## src/rtl/sram_pkg.sv

```systemverilog
// Shared definitions for the dual-port SRAM arbiter: bus widths and FSM state encoding.
package sram_pkg;

  localparam int unsigned SRAM_ADDR_W = 18;
  localparam int unsigned SRAM_DATA_W = 16;
  localparam int unsigned WORD_W      = 32;

  typedef enum logic [2:0] {
    ST_IDLE,
    ST_LO,
    ST_GAP,
    ST_HI,
    ST_DONE
  } state_t;

endpackage

```

## src/rtl/sram_arbiter.sv

```systemverilog
// Round-robin arbiter giving two 32-bit requesters access to a 16-bit SRAM,
// splitting every word access into a low half, one idle gap cycle and a high half.
module sram_arbiter
  import sram_pkg::*;
#(
  parameter int unsigned WAIT_CYCLES = 2
) (
  input  logic                     i_clock,
  input  logic                     i_reset_n,

  input  logic                     i_a_request,
  input  logic                     i_a_rw,
  input  logic [SRAM_ADDR_W-2:0]   i_a_address,
  input  logic [WORD_W-1:0]        i_a_wdata,
  output logic [WORD_W-1:0]        o_a_rdata,
  output logic                     o_a_ready,

  input  logic                     i_b_request,
  input  logic                     i_b_rw,
  input  logic [SRAM_ADDR_W-2:0]   i_b_address,
  input  logic [WORD_W-1:0]        i_b_wdata,
  output logic [WORD_W-1:0]        o_b_rdata,
  output logic                     o_b_ready,

  output logic                     o_sram_enable,
  output logic                     o_sram_rw,
  output logic [SRAM_ADDR_W-1:0]   o_sram_address,
  output logic [SRAM_DATA_W-1:0]   o_sram_wdata,
  input  logic [SRAM_DATA_W-1:0]   i_sram_rdata,

  output logic                     o_grant
);

  localparam logic [3:0] RELOAD = 4'(WAIT_CYCLES - 1);

  state_t                   state_q,   state_d;
  logic [3:0]               cnt_q,     cnt_d;
  logic                     owner_q,   owner_d;
  logic                     prio_q,    prio_d;
  logic                     rw_q,      rw_d;
  logic [SRAM_ADDR_W-2:0]   addr_q,    addr_d;
  logic [WORD_W-1:0]        wdata_q,   wdata_d;
  logic [SRAM_DATA_W-1:0]   cap_lo_q,  cap_lo_d;
  logic [WORD_W-1:0]        a_rdata_q, a_rdata_d;
  logic [WORD_W-1:0]        b_rdata_q, b_rdata_d;
  logic                     pick;

  always_comb begin
    state_d   = state_q;
    cnt_d     = cnt_q;
    owner_d   = owner_q;
    prio_d    = prio_q;
    rw_d      = rw_q;
    addr_d    = addr_q;
    wdata_d   = wdata_q;
    cap_lo_d  = cap_lo_q;
    a_rdata_d = a_rdata_q;
    b_rdata_d = b_rdata_q;
    pick      = (i_a_request && i_b_request) ? prio_q : i_b_request;

    case (state_q)
      ST_IDLE: begin
        if (i_a_request || i_b_request) begin
          owner_d = pick;
          rw_d    = pick ? i_b_rw      : i_a_rw;
          addr_d  = pick ? i_b_address : i_a_address;
          wdata_d = pick ? i_b_wdata   : i_a_wdata;
          cnt_d   = RELOAD;
          state_d = ST_LO;
        end
      end
      ST_LO: begin
        if (cnt_q == 4'd0) begin
          if (!rw_q) cap_lo_d = i_sram_rdata;
          state_d = ST_GAP;
        end else begin
          cnt_d = cnt_q - 4'd1;
        end
      end
      ST_GAP: begin
        cnt_d   = RELOAD;
        state_d = ST_HI;
      end
      ST_HI: begin
        if (cnt_q == 4'd0) begin
          // The high half is merged straight into the port register so the
          // full word is already visible during the DONE/ready cycle.
          if (!rw_q) begin
            if (owner_q) b_rdata_d = {i_sram_rdata, cap_lo_q};
            else         a_rdata_d = {i_sram_rdata, cap_lo_q};
          end
          state_d = ST_DONE;
        end else begin
          cnt_d = cnt_q - 4'd1;
        end
      end
      ST_DONE: begin
        prio_d  = ~owner_q;
        state_d = ST_IDLE;
      end
      default: state_d = ST_IDLE;
    endcase
  end

  always_ff @(posedge i_clock) begin
    if (!i_reset_n) begin
      state_q   <= ST_IDLE;
      cnt_q     <= '0;
      owner_q   <= 1'b0;
      prio_q    <= 1'b0;
      rw_q      <= 1'b0;
      addr_q    <= '0;
      wdata_q   <= '0;
      cap_lo_q  <= '0;
      a_rdata_q <= '0;
      b_rdata_q <= '0;
    end else begin
      state_q   <= state_d;
      cnt_q     <= cnt_d;
      owner_q   <= owner_d;
      prio_q    <= prio_d;
      rw_q      <= rw_d;
      addr_q    <= addr_d;
      wdata_q   <= wdata_d;
      cap_lo_q  <= cap_lo_d;
      a_rdata_q <= a_rdata_d;
      b_rdata_q <= b_rdata_d;
    end
  end

  always_comb begin
    o_sram_enable  = 1'b0;
    o_sram_address = '0;
    o_sram_wdata   = '0;
    case (state_q)
      ST_LO: begin
        o_sram_enable  = 1'b1;
        o_sram_address = {addr_q, 1'b0};
        o_sram_wdata   = wdata_q[15:0];
      end
      ST_HI: begin
        o_sram_enable  = 1'b1;
        o_sram_address = {addr_q, 1'b1};
        o_sram_wdata   = wdata_q[31:16];
      end
      default: ;
    endcase
    o_sram_rw = o_sram_enable & rw_q;
    o_a_ready = (state_q == ST_DONE) && !owner_q;
    o_b_ready = (state_q == ST_DONE) &&  owner_q;
    o_a_rdata = a_rdata_q;
    o_b_rdata = b_rdata_q;
    o_grant   = owner_q;
  end

endmodule

```

## config.mk

```make
export PLATFORM = sky130hd
export DESIGN_NAME = sram_arbiter
export DESIGN_NICKNAME = d
export VERILOG_FILES = /design/src/rtl/sram_pkg.sv /design/src/rtl/sram_arbiter.sv
export SDC_FILE = /design/constraint.sdc
export NUM_CORES = 1
export LEC_CHECK = 0
export ABC_AREA = 1
export ABC_CLOCK_PERIOD_IN_PS = 1800
export BUFFER_PORTS_ARGS = -buffer_cell sky130_fd_sc_hd__buf_4
export CORE_UTILIZATION = 49
export DETAILED_ROUTE_END_ITERATION = 6
export GPL_ROUTABILITY_DRIVEN = 0
export PLACE_DENSITY = 0.87
export SYNTH_ARGS = -nofsm -noshare
export SYNTH_HDL_FRONTEND = slang
export SYNTH_SLANG_ARGS = --single-unit
export TNS_END_PERCENT = 30
```

## constraint.sdc

```tcl
create_clock -name i_clock -period 1.8 [get_ports i_clock]
set_input_delay 0.09 -clock i_clock [delete_from_list [all_inputs] [get_ports i_clock]]
set_output_delay 0.09 -clock i_clock [all_outputs]
set_load 0.02 [all_outputs]
```

# Word level (Yosys, flattened, before mapping)

Index checks and enable logic that the tools add are counted.

Bits in read-only memories: 0
Bits in writable memories: 0
Input port bits: 120
Bits in latches: 0
Memories kept: 0
Register bits after elaboration: 139
Logic and storage cells: 51

Multiply operators: 0
Divide/modulo/power cells: 0
Bitwise gates (word level): 3
$lt $le $gt $ge: 0
Shift operators: 0
Add/sub/neg operators: 1
Reductions and logical operators: 15
Equal/unequal tests: 8
Multiplexer cells: 14

Operators with widths:

| kind                                                 | count |
|---|---|
| case mux 18 bit (2 select lines)                     | 1 |
| two-way mux 32 bit                                   | 1 |
| case mux 16 bit (2 select lines)                     | 1 |
| two-way mux 17 bit                                   | 1 |
| case mux 3 bit (4 select lines)                      | 1 |
| case mux 4 bit (3 select lines)                      | 1 |
| two-way mux 3 bit                                    | 3 |
| AND reduction 3 bit                                  | 3 |
| two-way mux 4 bit                                    | 2 |
| inequality test 2 bit (second input constant)        | 4 |
| AND reduction 4 bit                                  | 2 |
| equality test 3 x 2 -> 1 bit (second input constant) | 2 |
| logical NOT 4 bit                                    | 1 |
| subtractor 4 x 1 -> 4 bit (second input constant)    | 1 |
| equality test 3 x 1 -> 1 bit (second input constant) | 1 |
| equality test 3 bit (second input constant)          | 1 |
| logical AND 1 bit                                    | 3 |
| logical NOT 3 bit                                    | 1 |
| two-way mux 1 bit                                    | 3 |
| nonzero test 3 bit                                   | 1 |
| NOT 1 bit                                            | 2 |
| AND reduction 2 bit                                  | 1 |
| OR reduction 2 bit                                   | 1 |
| bitwise AND 1 bit                                    | 1 |
| other kinds (2)                                      | 2 |

# Longest topological paths before layout

Gate-level depths: netlist of the first run.

Depth in word-level cells: 4
Mapped depth: 9
Depth with buffers taken out: 8

# Least setup slack after synthesis of the first run

Ideal clock, no wire load.

Path type: reg2reg
Start: reg cnt_q[0]
End: reg a_rdata_q[10], in the netlist o_a_rdata[10]
Setup slack: 0.399 ns
Buffers on the path: 1
Cell stages (with the launch flop): 9
Period minus slack after synthesis: 1.401 ns
Arrival: 1.269 ns
Cell sequence: dfxtp_1 > inv_1 > ha_1 > nand2_1 > nor2_4 > nand2_1 > buf_2 > nand2_1 > a21oi_1

Word-level cells in the longest chain between the ends: 2

Ends and longest elaborated chain:

| what                          | RTL line            | source |
|---|---|---|
| start, declared               | sram_arbiter.sv:37  | `logic [3:0] cnt_q, cnt_d;` |
| start signal, assigned        | sram_arbiter.sv:119 | `cnt_q <= cnt_d;` |
| logical NOT 4 bit             | sram_arbiter.sv:85  | `if (cnt_q == 4'd0) begin` |
| AND reduction 4 bit (no line) | --                  |  |
| end signal, assigned          | sram_arbiter.sv:126 | `a_rdata_q <= a_rdata_d;` |
| end, declared                 | sram_arbiter.sv:44  | `logic [WORD_W-1:0] a_rdata_q, a_rdata_d;` |

No other way between the ends.
A chain may end at the register's enable or synchronous reset.

# Worst setup path in the final report of the first run

Start: reg state_q[1]
End: out o_sram_wdata[15]

Word-level cells in the longest chain between the ends: 2
Elaborated cells on any way between the ends: 3
Classes of those cells: eq/ne: 2; mux: 1

Ends and longest elaborated chain:

| what                                                                         | RTL line            | source |
|---|---|---|
| start, declared                                                              | sram_arbiter.sv:36  | `state_t state_q, state_d;` |
| start signal, assigned                                                       | sram_arbiter.sv:118 | `state_q <= state_d;` |
| equality test 3 x 2 -> 1 bit or equality test 3 x 1 -> 1 bit (tied branches) | sram_arbiter.sv:135 | `case (state_q)` |
| case mux 16 bit (2 select lines) *                                           | sram_arbiter.sv:135 |  |
| end, declared                                                                | sram_arbiter.sv:28  | `output logic [SRAM_DATA_W-1:0] o_sram_wdata,` |

Mark *: on every way between the ends. The rest lies on a longest branch, timed or not.

==> results of run 1 <==
==> synthesized netlist by cell type <==
master      n  area, µm²
dfxtp_1   139       2783
nor2_1    112      420.4
a22o_1     16      140.1
clkbuf_1   27      101.4
o21ai_0    58      290.3
nor3_1      2      10.01
nand3_1    38      190.2
a21oi_1   121      605.6
nor2_4      3      33.78
ha_1        1      12.51
or2_2       1      6.260
clkinv_2    1      5.000
buf_1       1      3.750
buf_4      10      75.07
nor2_2      3      18.77
nand2_4     1      11.26
clkinv_1    1      3.750
inv_2       3      11.26
nand2_1   184      690.7
o21ai_1    10      50.05
buf_2      25      125.1
inv_1      26      97.59
nand3_2     1      10.01
nand4_1    32      200.2
o21ai_2     1      8.760
==> cell families after synthesis <==
kind of cell | count (synthesis)
buffers and inverters | 94
AO/OA/AOI/OAI | 206
adder cells (fa/ha/maj) | 1
flip-flops | 139
AND/OR/NAND/NOR | 377
==> how the worst max path moves through the flow <==
stage,start,cells past startpoint,slack (ns),endpoint
6_report,state_q[1],5,0.03,o_sram_wdata[15]
5_1_grt,state_q[1],5,-0.04,o_sram_wdata[15]
4_1_cts,state_q[0],5,0.01,o_sram_wdata[4]
3_5_place_dp,cnt_q[0],8,0.26,cap_lo_q[9]
3_3_place_gp,state_q[2],8,0.30,addr_q[7]
2_1_floorplan,cnt_q[0],8,0.40,o_a_rdata[10]
==> registers in the layout (all words and copies together) (netlist names), 3 cells and up <==
name and cells:
o_a_rdata 32, o_b_rdata 32, wdata_q 32, addr_q 17, cap_lo_q 16, cnt_q 4
state_q 3
==> final cells by class <==
type	instances	area [µm²]
Fill cell	624	1989
Clock inverter	15	176.4
Inverter	31	117.6
Antenna cell	1	2.502
Multi-Input combinational cell	584	2730
Sequential cell	139	2791
Clock buffer	17	425.4
Tap cell	143	178.9
Timing Repair Buffer	366	3153
==> where the power goes <==
part | switching (W) | internal [W]
Combinational | 0.00195 | 0.00127
Clock | 0.00148 | 0.00210
Sequential | 0.000329 | 0.00347
==> placed cells by master (no fill, tap or decap), drive strengths merged, types with 2 or more instances in the layout <==
master and count:
o21ai 69, nand3 39, bufinv 2, a21oi 121, buf 254, nor3 2, nor2 118, clkbuf 19
a22o 16, nand2 185, dfxtp 139, inv 38, clkinv 5, nand4 32, dlygate4sd3 110
==> critical path: stages (launching register included) <==
cell,delay [ns]
dfxtp_4,0.38
nand2_1,0.11
nor2_4,0.25
buf_12,0.18
a22o_1,0.18
buf_4,0.16
==> metrics by stage <==
| step | utilization (%) | instance area (µm²) | hold slack, ns | setup TNS, ns | setup WS, ns |
|---|---|---|---|---|---|
| 2_1_floorplan | - | 5904 | 0.2259 | 0 | 0.3986 |
| 3_3_place_gp | 67.08 | 7757 | 0.3131 | 0 | 0.2982 |
| 3_5_place_dp | 67.08 | 7757 | 0.3232 | 0 | 0.2603 |
| 4_1_cts | 81.91 | 9473 | 0.001754 | 0 | 0.01286 |
| 5_1_grt | 82.80 | 9575 | 0.06667 | -0.06679 | -0.04099 |
| 6_report | 82.80 | 9575 | 0.04388 | 0 | 0.02792 |
==> routing by layer <==
layer	vias to the layer above	global-route usage, %	routed length, µm
li1	3367	-	-
met1	3591	44.04	9001
met2	673	68.16	12120
met3	179	9.036	2501
met4	0	26.85	1823
met5	-	0	0
==> timing repair <==
| item | CTS | global route |
|---|---|---|
| endpoints found under the setup margin | 16 | 36 |
| cloned | 0 | 2 |
| hold buffers | 110 | 0 |
| pin swaps | 1 | 2 |
| gates resized for setup | 2 | 10 |
| hold endpoints to repair | 93 | 0 |
| setup buffers | 1 | 2 |
==> results.sh, run 1 <==
export IMPL_run_status="finished, violations left"
export IMPL_violations="design-rule violations"
export IMPL_instance_count_after_placement_with_tap_cells_included=1148
export IMPL_worst_slew_pin_slew_ns=0.5346
export IMPL_finish_net_count=1260
export IMPL_hold_path_endpoint="wdata_q[17]"
export IMPL_clock_skew_ns=0.01441
export IMPL_worstSetupPathType="reg -> out"
export IMPL_grt_overflow=0
export IMPL_routed_via_count=7810
export IMPL_overall_track_demand_over_capacity_in_global_routing_pct=39.78
export IMPL_synthesis_nets=938
export IMPL_synth_warnings=0
export IMPL_clock_sink_count=139
export IMPL_pin_count=223
export IMPL_clk_latency_ns=0.42
export IMPL_cts_buffer_depth=2
export IMPL_final_instance_count_excl_fill=1296
export IMPL_slew_headroom_pct=64.36
export IMPL_first_pass_iters=7
export IMPL_area_delta_synth_final_pct=62.17
export IMPL_drv_slew=0
export IMPL_synth_top_family_by_area="simple AND/OR/NAND/NOR gates"
export IMPL_floorplan_die_width_um=111.8
export IMPL_p_total_w=0.01060
export IMPL_regToRegEndpoint="addr_q[12]"
export IMPL_post_drt_via_cell_ratio=6.026
export IMPL_drcViolationCount=13
export IMPL_grt_antenna_before_repair=1
export IMPL_port_buffers=222
export IMPL_first_global_vias=7616
export IMPL_critPathCaptureType="output pin"
export IMPL_finalSetupViolCount=0
export IMPL_start_util_pct=51.05
export IMPL_final_hold_violation_count=0
export IMPL_post_synth_num_cell_types=25
export IMPL_die_height_um=111.8
export IMPL_source_of_the_worst_register_to_register_timing_path="state_q[0]"
export IMPL_post_route_cells_drive_above_1_share_pct=26.74
export IMPL_avgSynthCellArea_um2=7.227
export IMPL_timing_critical_path_required_ns=1.71
export IMPL_numCtsBuffers=17
export IMPL_fmax_mhz=564.3
export IMPL_leakage_power_total_nw=4.230
export IMPL_synth_simple_gate_area_share_pct=26.95
export IMPL_worst_hold_path_type="in -> reg"
export IMPL_yosys_area_share_adder_pct=0.2119
export IMPL_vdd_ir_drop_max_mv=0.6462
export IMPL_design_core_area_um2=11560
export IMPL_number_of_levels_in_the_clock_h_tree=4
export IMPL_min_period_over_period_pct=98.45
export IMPL_yosys_mux_area_fraction_pct=0
export IMPL_final_period_minus_worst_setup_slack_ns=1.772
export IMPL_clk_pin_slew_worst_paths_ns=0.06
export IMPL_cts_tree="yes"
export IMPL_rows=39
export IMPL_full_die_area_um2=12490
export IMPL_synth_seq_area_share_pct=47.13
export IMPL_drt_iter0_drc=933
export IMPL_syn_instance_count=817
export IMPL_grt_first_pass_wirelength_mm=38.95
export IMPL_holdPathStages=5
export IMPL_pwr_density_cell_nw_per_um2=1107
export IMPL_worst_r2r_setup_slack_ns=0.09
export IMPL_detailed_place_hpwl_mm=12.54
export IMPL_holdCritStartpoint="i_a_wdata[17]"
export IMPL_postRouteAntennaNets=0
export IMPL_clock_root_buffer="clkbuf_16"
export IMPL_netlist_area_um2=5904
export IMPL_worst_r2r_cell_count=8
export IMPL_drt_wirelength_per_cell_um=19.63
export IMPL_arrival_ns=1.68
export IMPL_crit_path_max_fanout=13
export IMPL_max_cap_viol_count=0
export IMPL_startpoint_type="flop"
export IMPL_area_fraction_in_compound_gates_after_synthesis_pct=18.54
export IMPL_synthXorXnorAreaFrac_pct=0
export IMPL_grt_max_degree=72
export IMPL_postRouteWirelength_mm=25.44
export IMPL_synth_ff_latch_count=139
(Power assumes the default switching activity.)
==> inputs of run 2 (changes only) <==
Settings changed: REMOVE_ABC_BUFFERS set to 1.
==> run 2 against run 1 <==
The run still ends with design-rule violations left. Critical endpoint is now o_sram_wdata[13]. Critical path depth unchanged. Clock power down 5%. Largest cell class unchanged. Largest power group unchanged. Sequential power is essentially flat. Critical path type unchanged. First-iteration DRC count rose by 6.2%. Sequential share of layout area increased by 0.42 points. Clock skew shrank 0.0053 ns. Register-to-register slack better by 0.06 ns. Design area down 1.6%. Non-clock buffer count decreased by 9. Count of clock-buffer cells in the layout is 3 higher.
==> results.sh, run 2 (synthesized netlist as in run 1, its figures left out) <==
export IMPL_run_status="finished, violations left"
export IMPL_violations="design-rule violations"
export IMPL_cts_buffer_depth=2
export IMPL_clk_pin_slew_worst_paths_ns=0.06
export IMPL_critPathCaptureType="output pin"
export IMPL_highest_count_cells_in_the_layout_ignoring_fill_and_taps="buf_4 (239), nand2_1 (184), dfxtp_1 (137)"
export IMPL_routed_via_count=7410
export IMPL_clk_latency_ns=0.41
export IMPL_grt_first_pass_wirelength_mm=37.14
export IMPL_post_route_cells_drive_above_1_share_pct=25.59
export IMPL_most_common_cell_after_layout_fill_and_taps_aside="buf_4"
export IMPL_final_hold_violation_count=0
export IMPL_area_delta_synth_final_pct=59.50
export IMPL_pin_count=223
export IMPL_drt_iter0_drc=991
export IMPL_post_drt_via_cell_ratio=5.771
export IMPL_cts_tree="yes"
export IMPL_worstSetupPathType="reg -> out"
export IMPL_clock_skew_ns=0.009151
export IMPL_grt_overflow=0
export IMPL_fmax_mhz=568.1
export IMPL_die_height_um=111.8
export IMPL_pwr_density_cell_nw_per_um2=1084
export IMPL_worst_slew_pin_slew_ns=0.6228
export IMPL_postRouteWirelength_mm=23.33
export IMPL_timing_critical_path_required_ns=1.71
export IMPL_rows=39
export IMPL_num_antenna_cells=0
export IMPL_worst_hold_path_type="in -> reg"
export IMPL_postRouteAntennaNets=0
export IMPL_numCtsBuffers=17
export IMPL_final_design_area_no_fill_um2=9418
export IMPL_design_core_area_um2=11560
export IMPL_clock_root_buffer="clkbuf_16"
export IMPL_grt_max_degree=69
export IMPL_floorplan_die_width_um=111.8
export IMPL_max_cap_viol_count=0
export IMPL_drcViolationCount=13
export IMPL_clock_sink_count=139
export IMPL_overall_track_demand_over_capacity_in_global_routing_pct=37.34
export IMPL_start_util_pct=51.05
export IMPL_final_period_minus_worst_setup_slack_ns=1.760
export IMPL_unrepaired_setup_endpoints_after_global_routing="true"
export IMPL_layout_core_utilization_pct=81.43
export IMPL_leakage_power_total_nw=4.145
export IMPL_drt_wirelength_per_cell_um=18.17
export IMPL_finish_net_count=1251
export IMPL_first_global_vias=7408
export IMPL_fin_setup_tns_ns=0
export IMPL_finalSetupViolCount=0
export IMPL_startpoint_type="flop"
export IMPL_grt_antenna_before_repair=0
export IMPL_full_die_area_um2=12490
export IMPL_vdd_ir_drop_max_mv=0.6427
export IMPL_arrival_ns=1.67
export IMPL_min_period_over_period_pct=97.79
export IMPL_port_buffers=222
export IMPL_number_of_levels_in_the_clock_h_tree=4
export IMPL_crit_path_max_fanout=22
export IMPL_instance_area_after_placement_um2=7712
export IMPL_detailed_place_hpwl_mm=11.52
export IMPL_first_pass_iters=7
export IMPL_slew_headroom_pct=58.48
export IMPL_drv_slew=0
## run 2: repair_timing
action | in CTS | in global routing
buffers inserted | 1 | 0
gates resized for setup | 2 | 3
hold buffers | 111 | 0
pin swaps | 1 | 0
setup endpoints to repair | 16 | 17
endpoints found under the hold margin | 96 | 0
## run 2: final timing paths
kind / start / end / slack (ns) / cells past startpoint
max: state_q[1] / o_sram_wdata[13] / 0.04 / 5
min: i_a_wdata[27] / wdata_q[27] / 0.04 / 5
max reg2reg: cnt_q[0] / cap_lo_q[0] / 0.15 / 8
min reg2reg: o_a_rdata[21] / o_a_rdata[21] / 0.46 / 2
## run 2: layout make-up
| type | instances | area (µm²) |
|---|---|---|
| Multi-Input combinational cell | 584 | 2719 |
| Clock buffer | 20 | 456.7 |
| Timing Repair Buffer | 357 | 3040 |
| Fill cell | 626 | 2147 |
| Clock inverter | 10 | 118.9 |
| Tap cell | 143 | 178.9 |
| Inverter | 31 | 118.9 |
| Sequential cell | 139 | 2785 |
## run 2: report_power, final
group,internal (W),switching (W)
clock,0.00210,0.00131
combinational,0.00117,0.00187
sequential,0.00347,0.000295
## run 2: metrics by stage
| step | cells | hold slack, ns | total power (W) | worst slack [ns] |
|---|---|---|---|---|
| detailed placement | 1142 | 0.3183 | 0.006345 | 0.1660 |
| finish | 1284 | 0.03669 | 0.01021 | 0.03973 |
| global placement | 1142 | 0.3106 | 0.006291 | 0.2565 |
| floorplan | 754 | 0.2104 | 0.005238 | -1.898 |
| CTS | 1284 | 0.006119 | 0.009921 | 0.004446 |
| global route | 1284 | 0.05188 | 0.01060 | -0.009482 |
## run 2: layer usage
metal  wire, µm  GRT usage [%]
met1       8705          42.89
met2      10790          60.46
met3       2356          10.13
met4       1471          26.04
met5          0              0
## run 2: worst max-delay path: stages (launching register included)
cell	delay, ns
dfxtp_2	0.39
nand2_1	0.12
nor2_4	0.18
buf_12	0.19
a22o_1	0.20
buf_4	0.17
